==> config.mk <==
export PLATFORM = sky130hd
export DESIGN_NAME = conv1d_sa_driver
export DESIGN_NICKNAME = d
export VERILOG_FILES = /design/src/rtl/conv1d_sa_driver_pkg.sv /design/src/rtl/conv1d_sa_driver_sample_buf.sv /design/src/rtl/conv1d_sa_driver.sv
export SDC_FILE = /design/constraint.sdc
export NUM_CORES = 1
export LEC_CHECK = 0
export CAP_MARGIN = 20
export CORE_MARGIN = 4
export CORE_UTILIZATION = 40
export DETAILED_ROUTE_END_ITERATION = 8
export SLEW_MARGIN = 15
export SYNTH_ARGS = -nofsm -noshare
export SYNTH_HDL_FRONTEND = slang
export SYNTH_SLANG_ARGS = --single-unit
export TNS_END_PERCENT = 30
==> constraint.sdc <==
create_clock -name clk -period 8.67 [get_ports clk]
set_input_delay 1.3005 -clock clk [delete_from_list [all_inputs] [get_ports clk]]
set_output_delay 1.3005 -clock clk [all_outputs]
set_load 0.005 [all_outputs]
==> src/rtl/conv1d_sa_driver_pkg.sv <==
// Shared accelerator definitions: driver FSM encoding and weight-select constants.
package conv1d_sa_driver_pkg;

  typedef enum logic [2:0] {
    IDLE,
    LOAD_W,
    LOAD_X,
    PRIME,
    STREAM,
    DONE
  } state_e;

  localparam logic [31:0] WR_INDEX_NONE = 32'd0;

endpackage

==> src/rtl/conv1d_sa_driver_sample_buf.sv <==
// Sample buffer: one write port, one read port with a registered read.
module conv1d_sample_buf #(
  parameter int DataWidth = 32,
  parameter int Depth     = 10,
  localparam int AW       = (Depth > 1) ? $clog2(Depth) : 1
) (
  input  logic                 clk,
  input  logic                 rst,
  input  logic                 wr_en,
  input  logic [AW-1:0]        wr_addr,
  input  logic [DataWidth-1:0] wr_data,
  input  logic [AW-1:0]        rd_addr,
  output logic [DataWidth-1:0] rd_data
);

  logic [DataWidth-1:0] mem [Depth];

  always_ff @(posedge clk) begin
    if (wr_en) mem[wr_addr] <= wr_data;
  end

  always_ff @(posedge clk or negedge rst) begin
    if (!rst) rd_data <= '0;
    else      rd_data <= mem[rd_addr];
  end

endmodule

==> src/rtl/conv1d_sa_driver.sv <==
// Loads a kernel into the systolic array weight registers, buffers the signal,
// then streams it (plus KernelLen zeros of flush) into the array.
module conv1d_sa_driver
  import conv1d_sa_driver_pkg::*;
#(
  parameter int DataWidth = 32,
  parameter int KernelLen = 10,
  parameter int SigLen    = 10
) (
  input  logic                 clk,
  input  logic                 rst,
  input  logic                 start,
  input  logic                 s_valid,
  input  logic [DataWidth-1:0] s_data,
  output logic                 s_ready,
  output logic                 sa_rst,
  output logic                 sa_trigger,
  output logic [DataWidth-1:0] sa_data,
  output logic [31:0]          sa_wr_index,
  output logic [DataWidth-1:0] sa_wr_value,
  output logic                 busy,
  output logic                 done
);

  localparam int CW = $clog2(SigLen + KernelLen + 1);
  localparam int AW = (SigLen > 1) ? $clog2(SigLen) : 1;
  localparam logic [CW-1:0] W_LAST = CW'(KernelLen - 1);
  localparam logic [CW-1:0] X_LAST = CW'(SigLen - 1);
  localparam logic [CW-1:0] X_END  = CW'(SigLen);
  localparam logic [CW-1:0] S_LAST = CW'(SigLen + KernelLen - 1);

  state_e               state, next;
  logic [CW-1:0]        cnt;
  logic                 beat;
  logic [AW-1:0]        rd_addr;
  logic [DataWidth-1:0] rd_data;

  always_ff @(posedge clk or negedge rst) begin
    if (!rst) state <= IDLE;
    else      state <= next;
  end

  always_comb begin
    next    = state;
    s_ready = 1'b0;
    case (state)
      IDLE:   if (start) next = LOAD_W;
      LOAD_W: begin
        s_ready = 1'b1;
        if (s_valid && cnt == W_LAST) next = LOAD_X;
      end
      LOAD_X: begin
        s_ready = 1'b1;
        if (s_valid && cnt == X_LAST) next = PRIME;
      end
      PRIME:  next = STREAM;
      STREAM: if (cnt == S_LAST) next = DONE;
      DONE:   next = IDLE;
      default: next = IDLE;
    endcase
  end

  assign beat = s_valid & s_ready;
  assign busy = (state != IDLE);
  assign done = (state == DONE);

  // Read runs one entry ahead so the registered read lines up with STREAM cycle c.
  always_comb begin
    rd_addr = '0;
    if (state == STREAM && cnt < X_LAST) rd_addr = AW'(cnt + CW'(1));
  end

  conv1d_sample_buf #(
    .DataWidth (DataWidth),
    .Depth     (SigLen)
  ) u_buf (
    .clk     (clk),
    .rst     (rst),
    .wr_en   (beat && state == LOAD_X),
    .wr_addr (AW'(cnt)),
    .wr_data (s_data),
    .rd_addr (rd_addr),
    .rd_data (rd_data)
  );

  always_ff @(posedge clk or negedge rst) begin
    if (!rst) begin
      cnt         <= '0;
      sa_rst      <= 1'b0;
      sa_trigger  <= 1'b0;
      sa_data     <= '0;
      sa_wr_index <= WR_INDEX_NONE;
      sa_wr_value <= '0;
    end else begin
      if (next != state)                  cnt <= '0;
      else if (beat || state == STREAM)   cnt <= cnt + CW'(1);
      sa_rst     <= (state == PRIME);
      sa_trigger <= (state == STREAM);
      sa_data    <= (state == STREAM && cnt < X_END) ? rd_data : '0;
      if (beat && state == LOAD_W) begin
        sa_wr_index <= 32'(cnt) + 32'd1;
        sa_wr_value <= s_data;
      end else begin
        sa_wr_index <= WR_INDEX_NONE;
      end
    end
  end

endmodule

Word level (Yosys, flattened, before mapping)
Memory sizes are Yosys's and may differ from the RTL's. A register that Yosys moved wholly into a read port is not among the register bits.
Cells that the tools add are included.
{"block": "op_classes", "add_sub_neg": 2, "mul": 0, "div_mod_pow": 0, "magnitude_cmp": 2, "eq_ne": 8, "n_shift": 0, "n_mux": 13, "bitwise_logic": 1, "reduce_logical": 11}
{"cell": "$mux 32", "n": 1}
{"cell": "$pmux 3 s5", "n": 1}
{"cell": "$mux 3", "n": 4}
{"cell": "$lt 5x4->1 const B", "n": 2}
{"cell": "$mux 5", "n": 2}
{"cell": "$add 5x1->6 const B", "n": 1}
{"cell": "$eq 3x2->1 const B", "n": 2}
{"cell": "$eq 3x3->1 const B", "n": 2}
{"cell": "$mux 6", "n": 1}
{"cell": "$add 5x1->5 const B", "n": 1}
{"cell": "$eq 5x4->1 const B", "n": 1}
{"cell": "$eq 5x5->1 const B", "n": 1}
{"cell": "$logic_and 1x1->1", "n": 5}
{"cell": "$mux 4", "n": 1}
{"cell": "$eq 3x1->1 const B", "n": 1}
{"cell": "$logic_not 3->1", "n": 1}
{"cell": "$mux 1", "n": 3}
{"cell": "$ne 3x3->1", "n": 1}
{"cell": "$reduce_bool 3->1", "n": 1}
{"cell": "$reduce_bool 2->1", "n": 1}
{"cell": "$reduce_or 2->1", "n": 1}
{"cell": "$and 1x1->1", "n": 1}
{"cell": "$logic_not 1->1", "n": 1}
{"cell": "$logic_or 1x1->1", "n": 1}
{"block": "word_totals", "ff_bits": 106, "latch_bits": 0, "ramBits": 320, "mem_bits_ro": 0, "inputBits": 36, "output_inout_bits": 101, "wordCells": 45, "memories": 1}
{"name": "u_buf.mem", "words": 10, "word_bits": 32, "read_ports": 1, "rd_ports_with_merged_regs": 1, "write_ports": 1, "line": "conv1d_sa_driver_sample_buf.sv:16", "text": "logic [DataWidth-1:0] mem [Depth];"}

Depth between registers and ports, before layout
{"block": "logic_depth", "word_depth": 7, "ltp_mapped": 9, "ltp_nobuf": 7}

Hierarchy
A second synthesis with hierarchy kept.
{"block": "unflattened", "hier_cells": 1026, "area_unflattened_um2": 16779.8}
{"mod": "conv1d_sample_buf", "n_inst": 1, "cells_per_inst": 698, "area_per_inst_um2": 13450.4, "seq_area_each_um2": 10410.0}
{"mod": "conv1d_sa_driver", "n_inst": 1, "cells_per_inst": 328, "area_per_inst_um2": 3329.4, "seq_area_each_um2": 2001.9}

Worst setup path before layout
OpenSTA, ideal clock, no wires.
{"block": "synth_timing", "path_type": "input-to-reg", "start": "input port s_valid", "end": "memory u_buf.mem[8][0] (enable)", "setup_time_ps": 421, "t_arrival_ps": 2824, "required_time_ps": 8249, "setup_slack_ps": 5424, "path_stages": 2, "path_buffers": 0, "path_cell_list": "nand3b_1 > nor2_1"}
{"block": "synth_between", "elab_chain_len": 4}
{"element": "start: declaration", "line": "conv1d_sa_driver.sv:13", "text": "input logic s_valid,"}
{"element": "$and 1x1->1", "line": "conv1d_sa_driver.sv:63", "text": "assign beat = s_valid & s_ready;"}
{"element": "$logic_and 1x1->1", "line": "conv1d_sa_driver.sv:79", "text": ".wr_en (beat && state == LOAD_X),"}
{"element": "$mux 1", "line": "conv1d_sa_driver_sample_buf.sv:19", "text": "if (wr_en) mem[wr_addr] <= wr_data;"}
{"element": "$mux 1 (implied by the code)", "line": "conv1d_sa_driver_sample_buf.sv:19"}
{"element": "end: declaration", "line": "conv1d_sa_driver_sample_buf.sv:16"}
Every way passes these cells.

Worst setup path in the final report
{"block": "layout_timing", "start": "register cnt[0]", "end": "register u_buf.rd_data[13] (read register of u_buf.mem)"}
{"block": "layout_between", "elab_chain_len": 3, "elab_cells_between_ends": 4, "cone_classes": "add/sub (1); order compare (1); mux (1); reduce/logical (1)"}
{"element": "start: declaration", "line": "conv1d_sa_driver.sv:33", "text": "logic [CW-1:0] cnt;"}
{"element": "start signal: assignment", "line": "conv1d_sa_driver.sv:96", "text": "else if (beat || state == STREAM) cnt <= cnt + CW'(1);"}
{"element": "$lt 5x4->1", "line": "conv1d_sa_driver.sv:70", "text": "if (state == STREAM && cnt < X_LAST) rd_addr = AW'(cnt + CW'(1));"}
{"element": "$logic_and 1x1->1", "line": "conv1d_sa_driver.sv:70"}
{"element": "$mux 4 *", "line": "conv1d_sa_driver.sv:70"}
{"element": "end: declaration", "line": "conv1d_sa_driver_sample_buf.sv:13", "text": "output logic [DataWidth-1:0] rd_data"}
Every way passes the cells marked *; elsewhere a longest branch is shown, timed or not.
A chain may end at the register's enable or synchronous reset.

==> run_results.csv <==
group,metric,value,unit
global_route,grt_max_degree,65,
run,maxCapViolations,0,
route,first_pass_iters,6,
die,placementRows,74,
power,p_leak,7.37,nW
die,dieArea,44400,sq um
clock_tree,post_cts_resized,0,
global_route,first_global_vias,9695,
timing,tns,0,ns
global_route,grt_antenna_before_repair,0,
min_path,hp-class,"reg -> reg",
setup_path,worstPathCellList,"inv_1 > ha_1 > buf_4 > nand3_1 > nor2_1 > a221oi_1 > o221ai_1",
setup_path,cp.required,9.13,ns
route,wl,38900,microns
clock_tree,cts_made_buffers,46,
timing,worst_slack,4.56,ns
clock_tree,post_cts_buffers,0,
cells_and_area,drive_gt1_share,8.49,%
clock_tree,cts_sinks,432,
cells_and_area,nNetsFinal,1275,
global_route,grt_pass1_wl,60000,microns
placed_design,hpwlAfterDp,21200,microns
yosys,yosys_warnings,0,
die,die_w,211,microns
yosys,syn_area,16500,sq um
setup_path,crit_path_end_kind,"flop",
placed_design,port_buffers,110,
setup_path,critical_path.max_fanout,27,
timing,finalCritPeriodShare,47.4,%
yosys,yosys_most_used_dff,"edfxtp_1",
route,vias,9589,
clock_tree,clockRootBuffer,"clkbuf_16",
route,drc,0,
cells_and_area,mostFrequentLayoutCells,"320 x edfxtp_1, 243 x nand2_1, 112 x dfrtp_1",
route,wl_per_cell,21.6,microns
clock_tree,clk_pin_slew,0.06,ns
timing,maxSlewViolCount,0,
die,die_h,211,microns
yosys,synth_edf_count,320,
die,start_util,40.4,%
setup_path,start_kind,"flop",
yosys,synthArstFlopShare,25.9,%
route,drt_iter0_markers,758,
power,ir_worst_vdd,0.188,mV
setup_path,crit_slowest_cell,"nor2_1",
die,coreArea,40700,sq um
timing,fin_skew,0.0195,ns
timing,finalWorstPathRequiredPeriod,4.11,ns
cells_and_area,area_growth,18.8,%
yosys,synth_seq_cells,432,
clock_tree,hold_buffers,0,
global_route,grt_overflow,0,
run_status,status,"complete, no violations",
placed_design,dp_slack,4.58,ns
cells_and_area,n_fill_cell,3531,
clock_tree,insertion_delay,0.56,ns
timing,setup_viol,0,
yosys,synthCells,1129,
timing,grt_setup_unrepaired,"false",
yosys,synth-seq-area-share,75.4,%
clock_tree,clock_path_buffers,3,
die,ios,137,
setup_path,max_stage_delay,0.90,ns
yosys,yosysUniqueCellTypes,50,
route,drt.antenna.violating_nets,0,
power,power.density,259,nW/um^2
clock_tree,cts_tree,"yes",
timing,tightest_slew,1.07,ns
timing,slew_headroom,28.3,%
route,via_per_inst,5.32,
yosys,syn_avg_cell_area,14.6,sq um
setup_path,critPathKind,"reg -> reg",
global_route,track_usage,17.5,%
timing,clock.fmax,244,MHz
setup_path,cp_data_arrival_time,4.57,ns
cells_and_area,num_antenna_cells,0,
cells_and_area,final_common_cell,"edfxtp_1",
clock_tree,htree_levels,2,
timing,finalHoldViolCount,0,
placed_design,place.gp.congestion,0.766,
worst paths after layout:
path                       cells after the start                 to  slack, ns       startpoint
setup / recovery                               7  u_buf.rd_data[13]       4.56           cnt[0]
hold / removal                                 2    sa_wr_value[22]       0.47  sa_wr_value[22]
setup reg to reg                               7  u_buf.rd_data[13]       4.56           cnt[0]
hold reg to reg                                2    sa_wr_value[22]       0.47  sa_wr_value[22]
max in group asynchronous                      2  u_buf.rd_data[11]       6.69              rst
min in group asynchronous                      1  u_buf.rd_data[19]       0.73              rst
worst max-delay path: cells and delay by family, from the launching register on:
kind / cells / cell delay, ns
adders and majority gates: 1 / 0.87
AOI/OAI and AO/OA: 2 / 0.44
buffers and inverters: 2 / 0.66
DFF: 1 / 0.58
and+or+nand+nor: 2 / 1.45
cells by family (layout without fill, tap and decap cells):
| family | count (synthesis) | in the layout | synth area share (%) |
|---|---|---|---|
| buffers and inverters | 104 | 222 | 3.19 |
| and+or+nand+nor | 366 | 366 | 10.1 |
| other | 1 | 26 | 0.0228 |
| muxes | 32 | 32 | 1.95 |
| DFF | 432 | 432 | 75.4 |
| AOI/OAI and AO/OA | 183 | 183 | 8.62 |
| adders and majority gates | 4 | 4 | 0.304 |
| xor gates and xnor gates | 7 | 7 | 0.373 |
routing by layer:
layer | vias up | wire (microns) | GRT usage (%)
met1 | 4835 | 18000 | 25.5
met2 | 314 | 17900 | 27.5
li1 | 4392 | - | -
met4 | 0 | 685 | 4.14
met3 | 48 | 2310 | 3.45
met5 | - | 0 | 0
power breakdown:
group	leakage (nW)	internal [mW]	switching, mW	total, mW
clock	0.747	1.17	0.790	1.96
combinational	2.33	0.265	0.464	0.729
sequential	4.30	2.30	0.0713	2.37
total	7.37	3.74	1.33	5.06
synth_stat cells (10+ instances only):
library cell	count	area (sq um)
buf_2	25	125
a311oi_1	33	289
o221ai_1	10	87.6
and3_1	39	244
buf_4	27	203
nand2_1	243	912
or3_1	23	144
a21oi_1	49	245
and2_1	11	68.8
nor2_1	19	71.3
dfrtp_1	112	2800
mux2i_1	31	310
edfxtp_1	320	9610
a221oi_1	50	438
clkbuf_1	45	169
through the flow:
step	utilization, %	power [mW]	instance area (sq um)	hold WS (ns)	instances
6_report	48.0	5.06	19600	0.470	1804
5_1_grt	48.0	5.29	19600	0.495	1804
4_1_cts	48.0	5.12	19600	0.470	1804
3_5_place_dp	44.3	3.16	18000	0.461	1719
3_3_place_gp	44.3	3.14	18000	0.457	1719
2_1_floorplan	-	2.79	16500	0.451	1154
state kept, by name (all words and copies together), names as in the netlist:
register / count
u_buf.rd_data: 32
sa_rst: 1
cnt: 5
u_buf.mem: 320
sa_wr_value: 32
sa_data: 32
sa_wr_index: 6
state: 3
sa_trigger: 1
final cells by class:
cell class                 count  area, sq um  share of cell area, %
clock inverter                21          188                  0.960
inverter                       3         11.3                 0.0576
multi-input combinational    618         3660                   18.7
sequential                   432        12400                   63.5
timing repair buffer         134         1280                   6.56
clock buffer                  64         1340                   6.86
tap                          532          666                   3.40
Note: power is estimated with default switching activity, not from simulation.
